<file path="config.mk">
export PLATFORM = sky130hd
export DESIGN_NAME = gray_to_bin_pipe
export DESIGN_NICKNAME = d
export VERILOG_FILES = /design/src/rtl/gray_pkg.sv /design/src/rtl/gray_dec_stage.sv /design/src/rtl/gray_to_bin_pipe.sv
export SDC_FILE = /design/constraint.sdc
export NUM_CORES = 1
export LEC_CHECK = 0
export ABC_AREA = 1
export BUFFER_PORTS_ARGS = -buffer_cell sky130_fd_sc_hd__buf_2
export CAP_MARGIN = 25
export CELL_PAD_IN_SITES_DETAIL_PLACEMENT = 0
export CELL_PAD_IN_SITES_GLOBAL_PLACEMENT = 1
export CORE_MARGIN = 2
export CORE_UTILIZATION = 41
export DETAILED_ROUTE_END_ITERATION = 6
export MAX_ROUTING_LAYER = met4
export PLACE_DENSITY_LB_ADDON = 0.1
export RECOVER_POWER = 25
export REMOVE_ABC_BUFFERS = 1
export SYNTH_ARGS = -nofsm -noshare
export SYNTH_HDL_FRONTEND = slang
export SYNTH_SLANG_ARGS = --single-unit
</file>
<file path="constraint.sdc">
create_clock -name clk -period 6.4 [get_ports clk]
set_clock_uncertainty 0.1 [all_clocks]
set_input_delay 1.28 -clock clk [delete_from_list [all_inputs] [get_ports clk]]
set_output_delay 1.28 -clock clk [all_outputs]
set_load 0.005 [all_outputs]
</file>
<file path="src/rtl/gray_pkg.sv">
// Shared helpers for the pipelined Gray-to-binary decoder: slice decode,
// popcount and the per-stage bit-range derivation.
package gray_pkg;

    // Widest word the helpers handle; callers zero-extend into this width.
    localparam int GRAY_W = 64;

    function automatic int stage_bits(input int n, input int stages);
        return (n + stages - 1) / stages;
    endfunction

    // MSB of the range stage k resolves; negative means the stage resolves nothing.
    function automatic int stage_hi(input int n, input int stages, input int k);
        return n - 1 - k * stage_bits(n, stages);
    endfunction

    function automatic int stage_lo(input int n, input int stages, input int k);
        int lo;
        if (k == stages - 1) begin
            lo = 0;
        end else begin
            lo = stage_hi(n, stages, k) - stage_bits(n, stages) + 1;
            if (lo < 0) lo = 0;
        end
        return lo;
    endfunction

    // Bits above hi are already binary; bits hi..lo are turned from Gray into
    // binary, chaining from upper_bin_bit; bits below lo stay Gray.
    function automatic logic [GRAY_W-1:0] gray2bin_slice(
        input logic [GRAY_W-1:0] gray,
        input logic              upper_bin_bit,
        input int                lo,
        input int                hi
    );
        logic [GRAY_W-1:0] res;
        logic              b;
        res = gray;
        b   = upper_bin_bit;
        for (int i = GRAY_W - 1; i >= 0; i--) begin
            if (i <= hi && i >= lo) begin
                b      = b ^ gray[i];
                res[i] = b;
            end
        end
        return res;
    endfunction

    function automatic int popcount(input logic [GRAY_W-1:0] v);
        int cnt;
        cnt = 0;
        for (int i = 0; i < GRAY_W; i++) begin
            cnt = cnt + int'(v[i]);
        end
        return cnt;
    endfunction

endpackage

</file>
<file path="src/rtl/gray_dec_stage.sv">
// One decoder pipeline stage: resolves Gray bits HI..LO of a partially
// decoded word and forwards it under valid/ready flow control.
module gray_dec_stage
    import gray_pkg::*;
#(
    parameter int N  = 16,
    parameter int HI = 15,
    parameter int LO = 8
) (
    input  logic         clk,
    input  logic         rst,
    input  logic         up_valid,
    output logic         up_ready,
    input  logic [N-1:0] up_word,
    input  logic         up_err,
    output logic         dn_valid,
    input  logic         dn_ready,
    output logic [N-1:0] dn_word,
    output logic         dn_err
);

    logic              vld_p;
    logic [N-1:0]      word_p;
    logic              err_p;
    logic              upper_bit;
    logic [GRAY_W-1:0] dec_full;
    logic              unused_dec;

    // The first stage (and any empty stage) has no resolved bit above it.
    if (HI < 0 || HI >= N - 1) begin : g_top
        assign upper_bit = 1'b0;
    end else begin : g_mid
        assign upper_bit = up_word[HI+1];
    end

    assign dec_full   = gray2bin_slice(GRAY_W'(up_word), upper_bit, LO, HI);
    assign unused_dec = ^dec_full;

    // A full stage may still load if its contents leave this same cycle.
    assign up_ready = !vld_p || dn_ready;

    // ---- stage register ----
    always_ff @(posedge clk) begin
        if (rst) begin
            vld_p  <= 1'b0;
            word_p <= '0;
            err_p  <= 1'b0;
        end else if (up_ready) begin
            vld_p <= up_valid;
            if (up_valid) begin
                word_p <= dec_full[N-1:0];
                err_p  <= up_err;
            end
        end
    end

    assign dn_valid = vld_p;
    assign dn_word  = word_p;
    assign dn_err   = err_p;

endmodule

</file>
<file path="src/rtl/gray_to_bin_pipe.sv">
// Pipelined Gray-to-binary decoder with valid/ready streaming and an optional
// single-bit-transition checker with saturating error counter.
module gray_to_bin_pipe
    import gray_pkg::*;
#(
    parameter int N          = 16,
    parameter int STAGES     = 2,
    parameter int CHECK_STEP = 1,
    parameter int CW         = 16
) (
    input  logic          clk,
    input  logic          rst,
    input  logic          in_valid,
    output logic          in_ready,
    input  logic [N-1:0]  in_gray,
    output logic          out_valid,
    input  logic          out_ready,
    output logic [N-1:0]  out_binary,
    output logic          out_step_err,
    output logic [CW-1:0] err_count
);

    // Index k is the input of stage k; index STAGES is the pipeline output.
    logic [STAGES:0] vld;
    logic [STAGES:0] rdy;
    logic [STAGES:0] err;
    logic [N-1:0]    word [STAGES+1];
    logic            step_err;

    assign vld[0]      = in_valid && !rst;
    assign word[0]     = in_gray;
    assign err[0]      = step_err;
    assign rdy[STAGES] = out_ready;
    assign in_ready    = rdy[0] && !rst;

    for (genvar k = 0; k < STAGES; k++) begin : g_stage
        gray_dec_stage #(
            .N  (N),
            .HI (stage_hi(N, STAGES, k)),
            .LO (stage_lo(N, STAGES, k))
        ) u_stage (
            .clk      (clk),
            .rst      (rst),
            .up_valid (vld[k]),
            .up_ready (rdy[k]),
            .up_word  (word[k]),
            .up_err   (err[k]),
            .dn_valid (vld[k+1]),
            .dn_ready (rdy[k+1]),
            .dn_word  (word[k+1]),
            .dn_err   (err[k+1])
        );
    end

    assign out_valid    = vld[STAGES];
    assign out_binary   = word[STAGES];
    assign out_step_err = err[STAGES];

    if (CHECK_STEP != 0) begin : g_step
        logic [N-1:0]  last_gray;
        logic          have_last;
        logic [CW-1:0] err_cnt;
        logic          in_xfer;

        assign in_xfer  = in_valid && in_ready;
        assign step_err = have_last && (popcount(GRAY_W'(in_gray ^ last_gray)) > 1);

        // ---- checker state, advanced only on accepted words ----
        always_ff @(posedge clk) begin
            if (rst) begin
                last_gray <= '0;
                have_last <= 1'b0;
                err_cnt   <= '0;
            end else if (in_xfer) begin
                last_gray <= in_gray;
                have_last <= 1'b1;
                if (step_err && err_cnt != {CW{1'b1}}) begin
                    err_cnt <= err_cnt + 1'b1;
                end
            end
        end

        assign err_count = err_cnt;
    end else begin : g_no_step
        assign step_err  = 1'b0;
        assign err_count = '0;
    end

endmodule

</file>
After elaboration in Yosys (flattened, before gate mapping)

Cells that the tools add are included.

Add/subtract/negate cells: 64
$lt $le $gt $ge: 1
Eq/ne operators: 1
Bitwise operators: 16
Reduce and logical (&&, ||, !) cells: 13

Operators by type and width:

| kind                    | number |
|---|---|
| $add A32 B1 Y32 const B | 32 |
| $add A31 B1 Y32 const B | 1 |
| $gt A32 B2 Y1 const B   | 1 |
| $add A30 B1 Y31 const B | 1 |
| $add A29 B1 Y30 const B | 1 |
| $add A28 B1 Y29 const B | 1 |
| $add A27 B1 Y28 const B | 1 |
| $add A26 B1 Y27 const B | 1 |
| $add A25 B1 Y26 const B | 1 |
| $add A24 B1 Y25 const B | 1 |
| $add A23 B1 Y24 const B | 1 |
| $add A22 B1 Y23 const B | 1 |
| $add A21 B1 Y22 const B | 1 |
| $add A20 B1 Y21 const B | 1 |
| $add A19 B1 Y20 const B | 1 |
| $add A18 B1 Y19 const B | 1 |
| $add A17 B1 Y18 const B | 1 |
| $add A16 B1 Y17 const B | 1 |
| $add A15 B1 Y16         | 1 |
| $add A16 B1 Y16 const B | 1 |
| $ne A16 B16 Y1 const B  | 1 |
| $xor A16 B16 Y16        | 1 |
| $add A14 B1 Y15         | 1 |
| $xor A1 B1 Y1           | 15 |
| 17 further kinds        | 26 |

Register bits after elaboration: 69
Input bits: 20
Word-level logic and storage cells: 104

Logic depth before layout (Yosys ltp)

Gate-level depths: netlist of the first run.

Depth after elaboration: 68
Mapped depth: 24
Depth with buffers taken out: 23

Modules after synthesis

A second synthesis of the first run with hierarchy kept.

Cells, all modules: 506
Area, all modules: 3728.6 µm²

Modules (own cells, without submodules):

| module                              | instances | cells an instance | area an instance (µm²) | seq. area each (µm²) |
|---|---|---|---|---|
| gray_to_bin_pipe                    | 1         | 277               | 2039.5                 | 660.6 |
| gray_dec_stage (g_stage[1].u_stage) | 1         | 118               | 870.8                  | 360.3 |
| gray_dec_stage (g_stage[0].u_stage) | 1         | 111               | 818.3                  | 360.3 |

Worst setup path before layout of the first run

No wires, ideal clock.

Kind: input to register
Start point: in in_gray[0]
End point: reg g_step.err_cnt[7] (netlist: err_count[7])
Data arrival time: 5.198 ns
Slack: 0.989 ns
Stages: 22
Path buffers: 1
Cells stage by stage: xnor2_1 -> fa_1 -> inv_1 -> fa_1 -> fa_1 -> inv_1 -> fa_1 -> inv_1 -> ha_1 -> fa_1 -> nor4_1 -> o21ai_1 -> nand3_2 -> nor2_2 -> buf_6 -> nand2_4 -> nor2_4 -> nand2_2 -> nor2_2 -> nand2_1 -> nand2_1 -> nor2_1

Longest elaborated chain between the ends: 68

RTL lines:

| item                           | RTL line               | text |
|---|---|---|
| start: declaration             | gray_to_bin_pipe.sv:15 | `input logic [N-1:0] in_gray,` |
| $xor A16 B16 Y16               | gray_to_bin_pipe.sv:66 | `assign step_err = have_last && (popcount(GRAY_W'(in_gray ^ last_gray)) > 1);` |
| $add A1 B1 Y2                  | gray_pkg.sv:53         | `cnt = cnt + int'(v[i]);` |
| $add A2 B1 Y3                  | gray_pkg.sv:53         |  |
| $add A3 B1 Y4                  | gray_pkg.sv:53         |  |
| $add A4 B1 Y5                  | gray_pkg.sv:53         |  |
| $add A5 B1 Y6                  | gray_pkg.sv:53         |  |
| $add A6 B1 Y7                  | gray_pkg.sv:53         |  |
| $add A7 B1 Y8                  | gray_pkg.sv:53         |  |
| (+21 left out)                 | -                      |  |
| $add A29 B1 Y30                | gray_pkg.sv:53         |  |
| $add A30 B1 Y31                | gray_pkg.sv:53         |  |
| $add A31 B1 Y32                | gray_pkg.sv:53         |  |
| $add A32 B1 Y32 (32 in series) | gray_pkg.sv:53         |  |
| $gt A32 B2 Y1                  | gray_to_bin_pipe.sv:66 |  |
| $logic_and A1 B1 Y1            | gray_to_bin_pipe.sv:66 |  |
| $logic_and A1 B1 Y1            | gray_to_bin_pipe.sv:77 | `if (step_err && err_cnt != {CW{1'b1}}) begin` |
| $reduce_and A2 Y1 (no line)    | -                      |  |
| end signal: assignment         | gray_to_bin_pipe.sv:78 | `err_cnt <= err_cnt + 1'b1;` |
| end: declaration               | gray_to_bin_pipe.sv:62 | `logic [CW-1:0] err_cnt;` |

Every way passes these cells.
A chain may end at the register's enable or synchronous reset.

Worst setup path after layout of the first run

Start point: in in_gray[0]
End point: reg g_step.err_cnt[10] (netlist: err_count[10])

The elaborated chain is that of the path after synthesis.

==> metrics.md, run 1 <==
| Metric | Value |
|---|---|
| Overall Power | `1.13 mW` |
| Via-to-Cell Ratio | `4.80` |
| Slew HR | `-14.7%` |
| DR vias | `2840` |
| Gr ovfl total | `0` |
| Number of port buffers | `54` |
| R2R depth | `20` |
| Count of state elements after synthesis | `69` |
| Min Tclk post-route | `5.47 ns` |
| Most frequent cells in the layout | `nand2_1, dfxtp_1, buf_2` |
| DP Cell Count | `577` |
| First-pass GRT wire length | `12400 um` |
| CP max stage delay | `0.54 ns` |
| Routed wire length | `7320 um` |
| Sequential area share after synthesis | `41.4%` |
| Starting DRT DRC Count | `116` |
| Num CTS Buffers | `9` |
| Post-synth ARST share | `0%` |
| Worst-Margin Slew | `1.72 ns` |
| CP Cell Sequence | `buf_2 > xnor2_1 > fa_1 > inv_1 > fa_1 > fa_1 > inv_1 > fa_1 > inv_1 > ha_1 > fa_1 > clkinv_1 > a211oi_1 > o21ai_1 > nand3_2 > nor2_2 > nand2_1 > nor2_2 > nand2_1 > nand2_1 > o21ba_2` |
| Fillcell total | `827` |
| 1st-pass router iterations | `4` |
| Maxcap violations | `1` |
| RSZ-0062 raised after global routing | `no` |
| Top_reg_cell synth | `dfxtp_1` |
| Antenna violations before repair | `0` |
| WHS Endpoint | `g_stage[0].u_stage.dn_word[14]` |
| Failing checks | `capacitance limit, slew limit` |
| LEAKAGE | `1.72 nW` |
| Hold buffers post-CTS | `0` |
| Post-DP HPWL | `5280 um` |
| Crit path arrival time | `5.61 ns` |
| Setup TNS | `0 ns` |
| Inserted Diodes | `0` |
| Largest net degree at the start of global routing | `41` |
| GPL Wtd Cong | `0.845` |
| Clock Path Buffers | `2` |
| CP startpoint | `in_gray[0]` |
| Wire length per cell | `12.4 um` |
| Hold Path Stages | `2` |
| CTS tree | `built` |
| Number of core rows | `32` |
| Worst setup SP type | `input pin` |
| H-tree level count | `3` |
| Die area | `8870 sq um` |
| R2r setup slk | `1.66 ns` |
| Ratio of cells with drive above 1 in the final layout | `17.3%` |
| HP Start | `g_stage[0].u_stage.dn_word[14]` |
| Min-delay worst type | `flop to flop` |
| Synth warn | `0` |
| Overall routing resource usage | `18.4%` |
| Clock transition at path regs | `0.07 ns` |
| CORE AREA | `7810 sq um` |
| Most common cell after layout, fill and taps aside | `nand2_1` |
| Remaining antenna violation count | `0` |
| Critical path's slowest cell | `fa_1` |
| Setup CP Type | `input pin to flop` |
| Endpoints failing hold | `0` |
| Worst hold slack | `0.356 ns` |
| Pins Over Slew Limit | `41` |
| VDD IR-drop max | `205 uV` |
| Gate Count Post-Synth | `432` |
| FMAX | `0.183 GHz` |
| PostCTS Resize Cnt | `0` |
| Fin cells | `592` |
| CP endpoint kind | `flop` |
| Final setup fails | `0` |
| Cell Area, Synth | `3330 sq um` |
| Root buf cell | `clkbuf_8` |
| Area Overhead vs Synth | `16.6%` |
| Synth cell types | `35` |
| Num ports | `55` |
| # DRC | `0` |
| Skew-Pair Late Insertion Delay | `0.34 ns` |
| Initial Util | `42.7%` |
| Height of the die | `94.2 um` |
| CP Data Required Time | `6.54 ns` |
| Post-CTS Setup Repair Bufs | `0` |
| Outcome | `finished, violations left` |
| Avg Cell Area, Syn | `7.72 sq um` |
| Number of flops mapped to enable cells by yosys | `0` |
| RR Startpoint | `g_step.last_gray[0]` |
| Layout Nets | `522` |
| CP Max Fanout | `5` |
| Vias in the first global route | `2678` |
| Pwr Density | `290 nW/um^2` |
| FF-to-FF End | `err_count[10]` |
| Die width | `94.2 um` |
| Cell repeated most along the worst path | `fa_1` |
| Total clock sinks | `69` |
| Crit share post-route | `85.4%` |
## final cells by class
type | count | area (sq um) | share of cell area (%)
multi-input combinational | 299 | 1700 | 43.8
clock buffer | 10 | 128 | 3.28
clock inverter | 5 | 52.6 | 1.35
inverter | 49 | 185 | 4.76
tap | 102 | 128 | 3.28
sequential | 69 | 1380 | 35.5
timing repair buffer | 58 | 309 | 7.95
## metal layers
layer  vias up  wire, um  GRT usage, %
li1       1497         -             -
met3         8       312          5.06
met1      1279      3530          22.8
met2        56      3380          29.6
met4         0        92          5.07
met5         -         0             -
## sequential cells by signal (all words and copies together) (netlist names)
name / cells
err_count: 16
g_stage.u_stage.dn_err: 2
g_stage.u_stage.dn_valid: 2
g_stage.u_stage.dn_word: 32
g_step.have_last: 1
g_step.last_gray: 16
## through the flow
stage               util [%]  setup WS [ns]  area [sq um]
global placement        47.3          0.619          3690
finish                  49.8          0.932          3890
CTS                     49.9          0.946          3900
floorplan                  -          0.800          3270
global route            49.8          0.706          3890
detailed placement      47.6          0.572          3720
## Yosys cell counts, types with 2 or more instances
cell type / instances / area (sq um)
o21ai_0: 27 / 135
nand4_1: 2 / 12.5
nor2_1: 36 / 135
nor2_2: 3 / 18.8
fa_1: 10 / 200
nand2_1: 89 / 334
xor2_1: 14 / 123
xnor2_1: 7 / 61.3
nand3_2: 4 / 40.0
o211ai_1: 2 / 15.0
inv_1: 45 / 169
nand2_2: 6 / 37.5
nor3_1: 2 / 10.0
a31oi_1: 3 / 18.8
nand3_1: 34 / 170
dfxtp_1: 69 / 1380
a21oi_1: 42 / 210
o21ai_1: 2 / 10.0
clkbuf_1: 12 / 45.0
buf_1: 2 / 7.51
ha_1: 6 / 75.1
clkinv_1: 2 / 7.51
## power breakdown
part / total [mW] / internal [mW] / switching (mW)
Sequential: 0.472 / 0.455 / 0.0175
Clock: 0.339 / 0.176 / 0.163
Combinational: 0.318 / 0.131 / 0.186
Total: 1.13 / 0.762 / 0.366
## worst max path at each step
stage / endpoint / slack, ns / depth (start not counted)
2_1_floorplan: err_count[10] / 0.80 / 19
3_3_place_gp: err_count[10] / 0.62 / 20
3_5_place_dp: err_count[10] / 0.57 / 21
4_1_cts: err_count[10] / 0.95 / 21
5_1_grt: err_count[10] / 0.71 / 21
6_report: err_count[10] / 0.93 / 21
## critical path: cells and delay by family
kind	cells	cell delay, ns
fa+ha+maj	6	2.69
simple gates	6	0.82
compound gates	3	0.34
buf+inv	5	0.33
xor+xnor	1	0.14
## cell families (layout without fill, tap and decap cells)
group / count (synthesis) / in the layout / synth area share, %
xor+xnor: 22 / 22 / 6.00
fa+ha+maj: 16 / 16 / 8.26
compound gates: 80 / 80 / 12.7
flops: 69 / 69 / 41.4
buf+inv: 64 / 122 / 7.47
simple gates: 181 / 181 / 24.1
No activity file was read; power rests on OpenSTA's default activity.
==> run 2: changes to the inputs <==
CORE_UTILIZATION = 43   (was 41)
CTS_BUF_LIST = sky130_fd_sc_hd__clkbuf_8   (was default)
==> run 2 against run 1 <==
The flow still finishes with violations (capacitance limit, slew limit); maximum frequency increased by 0.75%; wire length down 5.5%; worst setup slack better by 0.040 ns; die area is 4.5% lower; final cell count is the same; non-clock buffer count unchanged; global-route usage shrank 0.25 points; combinational power fell by 3%; clock power shrank 6.5%; core utilization increased by 1.0 points.
==> metrics.md, run 2 (same netlist as run 1, synthesis figures left out) <==
| Metric | Value |
|---|---|
| Post-DP HPWL | `4960 um (-6.0%)` |
| Cell repeated most along the worst path | `fa_1` |
| RSZ-0062 raised after global routing | `no` |
| Crit path arrival time | `5.56 ns (-0.05 ns)` |
| Clock transition at path regs | `0.07 ns (about the same)` |
| Worst setup SP type | `input pin` |
| Setup TNS | `0 ns (unchanged)` |
| Num ports | `55 (unchanged)` |
| Largest net degree at the start of global routing | `41 (unchanged)` |
| Pins Over Slew Limit | `33 (-20%)` |
| Skew-Pair Late Insertion Delay | `0.33 ns (about the same)` |
| Overall routing resource usage | `18.1% (-0.25 points)` |
| 1st-pass router iterations | `4 (unchanged)` |
| Remaining antenna violation count | `0 (unchanged)` |
| CTS tree | `built` |
| CP top delay family | `adder cells` |
| Outcome | `finished, violations left` |
| Inserted Diodes | `0 (unchanged)` |
| Height of the die | `92.1 um (-2.3%)` |
| Initial Util | `43.8% (+1.1 points)` |
| Gr ovfl total | `0 (unchanged)` |
| GPL Wtd Cong | `0.851 (+0.62%)` |
| Area Overhead vs Synth | `15.9%` |
| Num CTS Buffers | `9 (unchanged)` |
| Routed wire length | `6920 um (-5.5%)` |
| Maxcap violations | `1 (unchanged)` |
| Starting DRT DRC Count | `128 (+10%)` |
| Wire length per cell | `11.7 um (-5.5%)` |
| FMAX | `0.184 GHz (+0.75%)` |
| Die area | `8480 sq um (-4.5%)` |
| Min-delay worst type | `flop to flop` |
| DR vias | `2801 (-1.4%)` |
| Vias in the first global route | `2597 (-3.0%)` |
| Ratio of cells with drive above 1 in the final layout | `17.3% (unchanged)` |
| CP Cell Sequence | `buf_2 > xnor2_1 > fa_1 > inv_1 > fa_1 > fa_1 > inv_1 > fa_1 > inv_1 > ha_1 > fa_1 > clkinv_1 > a211oi_1 > o21ai_1 > nand3_2 > nor2_2 > buf_4 > nand2_4 > nor2_4 > nand2_2 > nor2_2 > nand2_1 > nand2_1 > nor2_1` |
| Largest register FFs | `32 (unchanged)` |
| Buf/Inv on CP | `6 (+1)` |
| Total clock sinks | `69 (unchanged)` |
| Root buf cell | `clkbuf_8` |
| CORE AREA | `7610 sq um (-2.6%)` |
| Most common cell after layout, fill and taps aside | `nand2_1` |
| H-tree level count | `3 (unchanged)` |
| Worst hold slack | `0.354 ns (-0.00256 ns)` |
| CP endpoint kind | `flop` |
| VDD IR-drop max | `147 uV (-28%)` |
| Worst-Margin Slew | `1.54 ns (-0.182 ns)` |
| Layout Nets | `522 (unchanged)` |
| Post-CTS Setup Repair Bufs | `0 (unchanged)` |
| Endpoints failing hold | `0 (unchanged)` |
| Final setup fails | `0 (unchanged)` |
| Most frequent cells in the layout | `nand2_1, dfxtp_1, buf_2` |
| Via-to-Cell Ratio | `4.73 (-1.4%)` |
| Number of core rows | `32 (unchanged)` |
| Critical path's slowest cell | `fa_1` |
| CP Data Required Time | `6.53 ns (about the same)` |
| Setup CP Type | `input pin to flop` |
| First-pass GRT wire length | `11900 um (-3.8%)` |
| CP max stage delay | `0.54 ns (about the same)` |
| Pwr Density | `284 nW/um^2 (-2.1%)` |
| Failing checks | `capacitance limit, slew limit` |
| Antenna violations before repair | `0 (unchanged)` |
| LEAKAGE | `1.72 nW (+0.17%)` |
| Min Tclk post-route | `5.43 ns (-0.0405 ns)` |
| # DRC | `0 (unchanged)` |
| Die width | `92.1 um (-2.3%)` |
| CP Max Fanout | `8 (+3)` |
| Slew HR | `-2.57% (+12 points)` |
| Number of port buffers | `54 (unchanged)` |
| Clock Path Buffers | `2 (unchanged)` |
| PostCTS Resize Cnt | `0 (unchanged)` |
| Hold buffers post-CTS | `0 (unchanged)` |
| Crit share post-route | `84.8% (-0.63 points)` |
==> run 2: cell count changes in the layout (fill, tap and decap cells not counted), moves of 2 or more <==
cell / delta
inv_1: +2
clkbuf_1: -2
clkinv_2: -2
clkbuf_8: +3
==> run 2: cell type report <==
cell class / count / area, sq um
Sequential cell: 69 / 1380
Timing Repair Buffer: 58 / 290
Inverter: 49 / 185
Multi-Input combinational cell: 299 / 1700
Clock inverter: 3 / 12.5
Clock buffer: 12 / 165
Fill cell: 784 / 3740
Tap cell: 102 / 128
==> run 2: routing by layer <==
| metal | track usage, % | vias to the layer above | part of all wire (%) |
|---|---|---|---|
| li1 | - | 1500 | - |
| met1 | 23.8 | 1241 | 51 |
| met2 | 27.1 | 46 | 43 |
| met3 | 3.70 | 14 | 3.4 |
| met4 | 8.21 | 0 | 1.9 |
| met5 | - | - | 0 |
==> run 2: where the power goes <==
group | internal (mW) | switching (mW)
clock network | 0.167 | 0.150
logic | 0.129 | 0.180
registers | 0.455 | 0.0176
==> run 2: worst paths after layout <==
| check | from | end | slack (ns) | cells after the start |
|---|---|---|---|---|
| max | in_gray[0] | err_count[7] | 0.97 | 24 |
| min | g_stage[0].u_stage.dn_word[14] | g_stage[0].u_stage.dn_word[14] | 0.35 | 2 |
| max reg2reg | g_step.last_gray[0] | err_count[7] | 1.70 | 23 |
| min reg2reg | g_stage[0].u_stage.dn_word[14] | g_stage[0].u_stage.dn_word[14] | 0.35 | 2 |
==> run 2: worst min-delay path, stage by stage, from the launching register on <==
cell     delay, ns
dfxtp_1       0.30
inv_1         0.06
a21oi_1       0.05
==> run 2: metrics by stage <==
stage | power (mW) | utilization, % | std cells | setup slack [ns] | cell area, sq um
floorplan | 0.715 | - | 417 | 0.800 | 3270
global placement | 0.786 | 48.6 | 577 | 0.685 | 3700
detailed placement | 0.796 | 48.6 | 577 | 0.592 | 3700
CTS | 1.12 | 51.0 | 592 | 0.964 | 3880
global route | 1.19 | 50.8 | 592 | 0.642 | 3870
finish | 1.10 | 50.8 | 592 | 0.972 | 3870
